**config.mk**
```make
export PLATFORM = sky130hd
export DESIGN_NAME = fa_share_arb
export DESIGN_NICKNAME = d
export VERILOG_FILES = /design/src/rtl/fa_share_arb.sv
export SDC_FILE = /design/constraint.sdc
export NUM_CORES = 1
export LEC_CHECK = 0
export CELL_PAD_IN_SITES_DETAIL_PLACEMENT = 0
export CELL_PAD_IN_SITES_GLOBAL_PLACEMENT = 1
export CORE_UTILIZATION = 32
export DETAILED_ROUTE_END_ITERATION = 16
export GPL_ROUTABILITY_DRIVEN = 0
export HOLD_SLACK_MARGIN = 0.12
export PLACE_DENSITY_LB_ADDON = 0.2
export RECOVER_POWER = 25
export SLEW_MARGIN = 20
export SYNTH_ARGS = -nofsm -noshare
export SYNTH_HDL_FRONTEND = slang
export SYNTH_SLANG_ARGS = --single-unit
```
**constraint.sdc**
```tcl
create_clock -name clk -period 6.6 [get_ports clk]
set_clock_uncertainty 0.2 [all_clocks]
set_input_delay 1.32 -clock clk [delete_from_list [all_inputs] [get_ports clk]]
set_output_delay 1.32 -clock clk [all_outputs]
set_load 0.05 [all_outputs]
```
**src/rtl/fa_share_arb.sv**
```systemverilog
// fa_share_arb: round-robin arbiter/sequencer that time-shares a single
// fa_nbit_param ripple adder among NREQ valid/ready requesters.
// Optional feature macro: FA_SHARE_ARB_SUB_EN adds a per-requester req_sub
// input; a latched sub=1 makes the operation a - b (cout=1 means no borrow).
// Each operation takes IDLE (grant) -> CALC (adder evaluates) -> RESP (hold
// result until consumed), so peak throughput is one result every 3 cycles.

// Plain ripple-carry adder, one full-adder cell per bit.
module fa_nbit_param #(
    parameter int WIDTH = 4
) (
    input  logic [WIDTH-1:0] a_i,
    input  logic [WIDTH-1:0] b_i,
    input  logic             cin_i,
    output logic [WIDTH-1:0] sum_o,
    output logic             cout_o
);

    logic [WIDTH:0] carry;

    assign carry[0] = cin_i;

    generate
        for (genvar gi = 0; gi < WIDTH; gi++) begin : g_bit
            assign sum_o[gi]     = a_i[gi] ^ b_i[gi] ^ carry[gi];
            assign carry[gi + 1] = (a_i[gi] & b_i[gi]) | (carry[gi] & (a_i[gi] ^ b_i[gi]));
        end
    endgenerate

    assign cout_o = carry[WIDTH];

endmodule

module fa_share_arb #(
    parameter int WIDTH = 4,
    parameter int NREQ  = 3,
    parameter int IDW   = 2
) (
    input  logic                  clk,
    input  logic                  rst,
    input  logic [NREQ-1:0]       req_valid,
    output logic [NREQ-1:0]       req_ready,
    input  logic [NREQ*WIDTH-1:0] req_a,
    input  logic [NREQ*WIDTH-1:0] req_b,
    input  logic [NREQ-1:0]       req_cin,
`ifdef FA_SHARE_ARB_SUB_EN
    input  logic [NREQ-1:0]       req_sub,
`endif
    output logic                  rsp_valid,
    input  logic                  rsp_ready,
    output logic [IDW-1:0]        rsp_id,
    output logic [WIDTH-1:0]      rsp_sum,
    output logic                  rsp_cout,
    output logic                  busy
);

    typedef enum logic [1:0] {
        ST_IDLE = 2'd0,
        ST_CALC = 2'd1,
        ST_RESP = 2'd2
    } state_t;

    // Pointer reset value: last winner = NREQ-1 gives requester 0 top priority.
    localparam logic [IDW-1:0] LAST_RST = IDW'(NREQ - 1);

    state_t           state_q, state_d;
    logic [IDW-1:0]   last_q, last_d;
    logic [WIDTH-1:0] op_a_q, op_a_d;
    logic [WIDTH-1:0] op_b_q, op_b_d;
    logic             op_cin_q, op_cin_d;
    logic [IDW-1:0]   op_id_q, op_id_d;
    logic [IDW-1:0]   rsp_id_q, rsp_id_d;
    logic [WIDTH-1:0] rsp_sum_q, rsp_sum_d;
    logic             rsp_cout_q, rsp_cout_d;
`ifdef FA_SHARE_ARB_SUB_EN
    logic             op_sub_q, op_sub_d;
`endif

    // ------------------------------------------------------------------
    // Round-robin arbitration.
    // Requests with an index above the last winner are preferred; if none
    // exist the search wraps to the full request vector. The lowest set bit
    // of the chosen vector is isolated with the two's-complement trick.
    // ------------------------------------------------------------------
    logic [NREQ-1:0] above_last;
    logic [NREQ-1:0] hi_req;
    logic [NREQ-1:0] pick_vec;
    logic [NREQ-1:0] grant_oh;
    logic            any_req;

    generate
        for (genvar gi = 0; gi < NREQ; gi++) begin : g_mask
            assign above_last[gi] = (IDW'(gi) > last_q);
        end
    endgenerate

    assign hi_req   = req_valid & above_last;
    assign pick_vec = (|hi_req) ? hi_req : req_valid;
    assign grant_oh = pick_vec & (~pick_vec + NREQ'(1));
    assign any_req  = |req_valid;

    // One-hot grant to index and operand selection, built as AND-OR chains
    // so every select uses a constant index.
    logic [NREQ:0][IDW-1:0]   id_chain;
    logic [NREQ:0][WIDTH-1:0] a_chain;
    logic [NREQ:0][WIDTH-1:0] b_chain;
    logic [NREQ:0]            cin_chain;
`ifdef FA_SHARE_ARB_SUB_EN
    logic [NREQ:0]            sub_chain;
`endif

    assign id_chain[0]  = '0;
    assign a_chain[0]   = '0;
    assign b_chain[0]   = '0;
    assign cin_chain[0] = 1'b0;
`ifdef FA_SHARE_ARB_SUB_EN
    assign sub_chain[0] = 1'b0;
`endif

    generate
        for (genvar gi = 0; gi < NREQ; gi++) begin : g_sel
            assign id_chain[gi + 1]  = id_chain[gi] | (grant_oh[gi] ? IDW'(gi) : '0);
            assign a_chain[gi + 1]   = a_chain[gi] |
                                       ({WIDTH{grant_oh[gi]}} & req_a[gi*WIDTH +: WIDTH]);
            assign b_chain[gi + 1]   = b_chain[gi] |
                                       ({WIDTH{grant_oh[gi]}} & req_b[gi*WIDTH +: WIDTH]);
            assign cin_chain[gi + 1] = cin_chain[gi] | (grant_oh[gi] & req_cin[gi]);
`ifdef FA_SHARE_ARB_SUB_EN
            assign sub_chain[gi + 1] = sub_chain[gi] | (grant_oh[gi] & req_sub[gi]);
`endif
        end
    endgenerate

    // ------------------------------------------------------------------
    // Shared adder, fed only from the operand registers so the request
    // ports never reach the carry chain directly.
    // ------------------------------------------------------------------
    logic [WIDTH-1:0] add_b;
    logic             add_cin;
    logic [WIDTH-1:0] add_sum;
    logic             add_cout;

`ifdef FA_SHARE_ARB_SUB_EN
    // Subtraction as a + ~b + 1; the requester's carry-in is ignored.
    assign add_b   = op_sub_q ? ~op_b_q : op_b_q;
    assign add_cin = op_sub_q ? 1'b1    : op_cin_q;
`else
    assign add_b   = op_b_q;
    assign add_cin = op_cin_q;
`endif

    fa_nbit_param #(
        .WIDTH (WIDTH)
    ) u_adder (
        .a_i    (op_a_q),
        .b_i    (add_b),
        .cin_i  (add_cin),
        .sum_o  (add_sum),
        .cout_o (add_cout)
    );

    // ------------------------------------------------------------------
    // Sequencer.
    // ------------------------------------------------------------------

    // Next-state: grant in IDLE, capture adder result in CALC, hold in RESP.
    always_comb begin
        state_d    = state_q;
        last_d     = last_q;
        op_a_d     = op_a_q;
        op_b_d     = op_b_q;
        op_cin_d   = op_cin_q;
        op_id_d    = op_id_q;
        rsp_id_d   = rsp_id_q;
        rsp_sum_d  = rsp_sum_q;
        rsp_cout_d = rsp_cout_q;
`ifdef FA_SHARE_ARB_SUB_EN
        op_sub_d   = op_sub_q;
`endif
        case (state_q)
            ST_IDLE: begin
                if (any_req) begin
                    op_a_d   = a_chain[NREQ];
                    op_b_d   = b_chain[NREQ];
                    op_cin_d = cin_chain[NREQ];
                    op_id_d  = id_chain[NREQ];
`ifdef FA_SHARE_ARB_SUB_EN
                    op_sub_d = sub_chain[NREQ];
`endif
                    last_d   = id_chain[NREQ];
                    state_d  = ST_CALC;
                end
            end
            ST_CALC: begin
                rsp_sum_d  = add_sum;
                rsp_cout_d = add_cout;
                rsp_id_d   = op_id_q;
                state_d    = ST_RESP;
            end
            ST_RESP: begin
                if (rsp_ready) begin
                    state_d = ST_IDLE;
                end
            end
            default: begin
                state_d = ST_IDLE;
            end
        endcase
    end

    // State and datapath registers; reset aborts any in-flight operation.
    always_ff @(posedge clk) begin
        if (rst) begin
            state_q    <= ST_IDLE;
            last_q     <= LAST_RST;
            op_a_q     <= '0;
            op_b_q     <= '0;
            op_cin_q   <= 1'b0;
            op_id_q    <= '0;
            rsp_id_q   <= '0;
            rsp_sum_q  <= '0;
            rsp_cout_q <= 1'b0;
`ifdef FA_SHARE_ARB_SUB_EN
            op_sub_q   <= 1'b0;
`endif
        end else begin
            state_q    <= state_d;
            last_q     <= last_d;
            op_a_q     <= op_a_d;
            op_b_q     <= op_b_d;
            op_cin_q   <= op_cin_d;
            op_id_q    <= op_id_d;
            rsp_id_q   <= rsp_id_d;
            rsp_sum_q  <= rsp_sum_d;
            rsp_cout_q <= rsp_cout_d;
`ifdef FA_SHARE_ARB_SUB_EN
            op_sub_q   <= op_sub_d;
`endif
        end
    end

    // Grants are only visible while idle; the response side mirrors state.
    assign req_ready = (state_q == ST_IDLE) ? grant_oh : '0;
    assign rsp_valid = (state_q == ST_RESP);
    assign busy      = (state_q != ST_IDLE);
    assign rsp_id    = rsp_id_q;
    assign rsp_sum   = rsp_sum_q;
    assign rsp_cout  = rsp_cout_q;

endmodule

```
==> metrics <==
status=finished, final reports clean; DRC=0; first-pass GRT wire length=3.66 mm; initial antenna violation count=0; Die Height=58.9 um; post-synth net total=151; Tcrit/Tclk final=77.9%; Chip Width=just under 60 um; worst skew pair latency=~0.3 ns; largest net degree at the start of global routing=22; Slew HR=48.0%; CTS Sinks=21; vias in the first global route=884; Area Overhead vs Synth=45.2%; Cells after Synth=~110; worst hold slack=0.261 ns; Worst Path Max Fanout=11; GRT Util Overall=between 10% and 20%; # IOs=45; Setup crit start kind=primary input; Fmax achieved=194 MHz; total grt overflow=0; Synth Cell Area=1040 um2; RSZ-0062 raised after global routing=false; TNS Setup=0 ns; setup bufs post-CTS=0; Lkg Pwr=0.558 nW; Antenna Cells=0; worst slew pin tran=0.777 ns; Final Critical Period=5.14 ns; critical path capture point type=primary output; final WL=2.25 mm; Via density=~4.9; Final Max Tran Viols=0; Pwr Total=342 uW; Initial DRT Pass Iterations=6; Hold Crit Class=flip-flop to flip-flop; Initial Util=roughly a third; Clock Tree Buf Depth=2; cts bufs inserted=3; Pwr Density=227 nW/um2; Ys Warns=0; max-cap viol count=0; Final HPWL DP=~1.8 mm; root buffer cell=clkbuf_4; Rows=20; Hold Fails Final Rpt=0; Final Util=49.3%; clock-pin transition on the worst setup and hold timing paths=0.11 ns; WL/cell=11.3 um; DR iter-0 viols=32; Port Buffers=44; WP data arrival=3.62 ns; CTS tree=yes; post-synth cell types=23; Max VDD drop=approximately 0.000073 V; Die ar.=3470 um2; share of cells above drive strength 1=4.55%; Final setup viols=0; post_cts resized=0; #FFs+latches synth=21; hold_buf cts=0; post-route ant nets=0; CTS H-tree lvls=1; Final Cell Area=1510 um2; DR vias=between 900 and 1000; placed cell area=1480 um2; type of the worst setup path=primary input to primary output; Required @ worst endpoint=5.08 ns; Core Area=3050 um2; Mapped Avg Cell Area=9.10 um2; Final Net Count=192; Seq/Total Area, Yosys=approximately 41%
-- cells in the final DEF, fill, tap and decap left out, types with 4 or more instances in the layout --
master,netlist,layout
inv_1,9,9
nor2_1,16,16
a222oi_1,9,9
nand2b_1,4,4
dfxtp_1,21,21
a211oi_1,12,12
nand2_1,11,11
fa_1,4,4
clkdlybuf4s50_1,0,43
a21oi_1,7,7
-- worst paths after layout --
path	start	end	slack [ns]	depth (start not counted)
setup / recovery	req_valid[1]	req_ready[1]	1.46	5
hold / removal	rsp_sum[0]	rsp_sum[0]	0.26	2
setup reg to reg	op_a_q[0]	rsp_sum[3]	4.25	8
hold reg to reg	rsp_sum[0]	rsp_sum[0]	0.26	2
-- area by class of cell --
type	count	area, um2
inverters	9	33.8
clock buffers	4	26.3
flip-flops and latches	21	420
multi-input cells	76	531
well taps	44	55.1
fillers	316	1550
repair buffers	44	440
-- critical path, cell delays in order --
cell	delay, ns
clkdlybuf4s50_1	0.58
nand2b_1	0.09
o2bb2ai_1	0.61
and2_1	0.22
clkdlybuf4s50_1	0.80
-- cells in the mapped netlist, drive strengths merged --
cell | instances | area [um2]
nor2 | 17 | 71.3
a21oi | 7 | 35.0
o2bb2ai | 1 | 8.76
o31ai | 1 | 7.51
nor2b | 4 | 32.5
o31a | 1 | 10.0
a22o | 2 | 18.8
a22oi | 1 | 7.51
and2 | 2 | 12.5
inv | 9 | 33.8
buf | 6 | 45.0
fa | 4 | 80.1
a211oi | 12 | 90.1
dfxtp | 21 | 420
nand2b | 4 | 25.0
clkbuf | 2 | 7.51
a222oi | 9 | 90.1
nand2 | 11 | 41.3
-- metrics by stage --
stage / std cells / setup WS (ns)
floorplan: 114 / 2.87
global placement: 194 / 1.52
detailed placement: 194 / 1.46
CTS: 198 / 1.46
global route: 198 / 1.32
finish: 198 / 1.46
-- logic make-up (layout without fill, tap and decap cells) --
group	Yosys count	in the layout	synth area share [%]
adders and majority gates	4	4	7.72
AOI/OAI and AO/OA	34	34	25.8
DFF	21	21	40.5
buffers and inverters	17	57	8.32
and+or+nand+nor	38	38	17.6
-- report_power, final --
| group | switching [mW] | leakage (nW) | internal (mW) | total (mW) |
|---|---|---|---|---|
| clock | 0.0388 | 0.0150 | 0.0236 | 0.0624 |
| sequential | 0.0114 | 0.173 | 0.142 | 0.154 |
| combinational | 0.0702 | 0.370 | 0.0556 | 0.126 |
-- flip-flops by register name, summed over array words and instances (netlist names) --
signal	count
op_a_q	4
rsp_cout	1
last_q	2
state_q	2
rsp_sum	4
add_b	4
op_id_q	1
rsp_id	2
add_cin	1
-- per-layer routing --
layer / share of wire [%] / up-vias / global-route usage, %
met4: 0.58 / 0 / 6.12
met5: 0 / - / 0
met1: 47 / 438 / 17.6
met3: 5.5 / 2 / 1.32
li1: - / 493 / -
met2: 47 / 34 / 23.7
(Power assumes the default switching activity.)
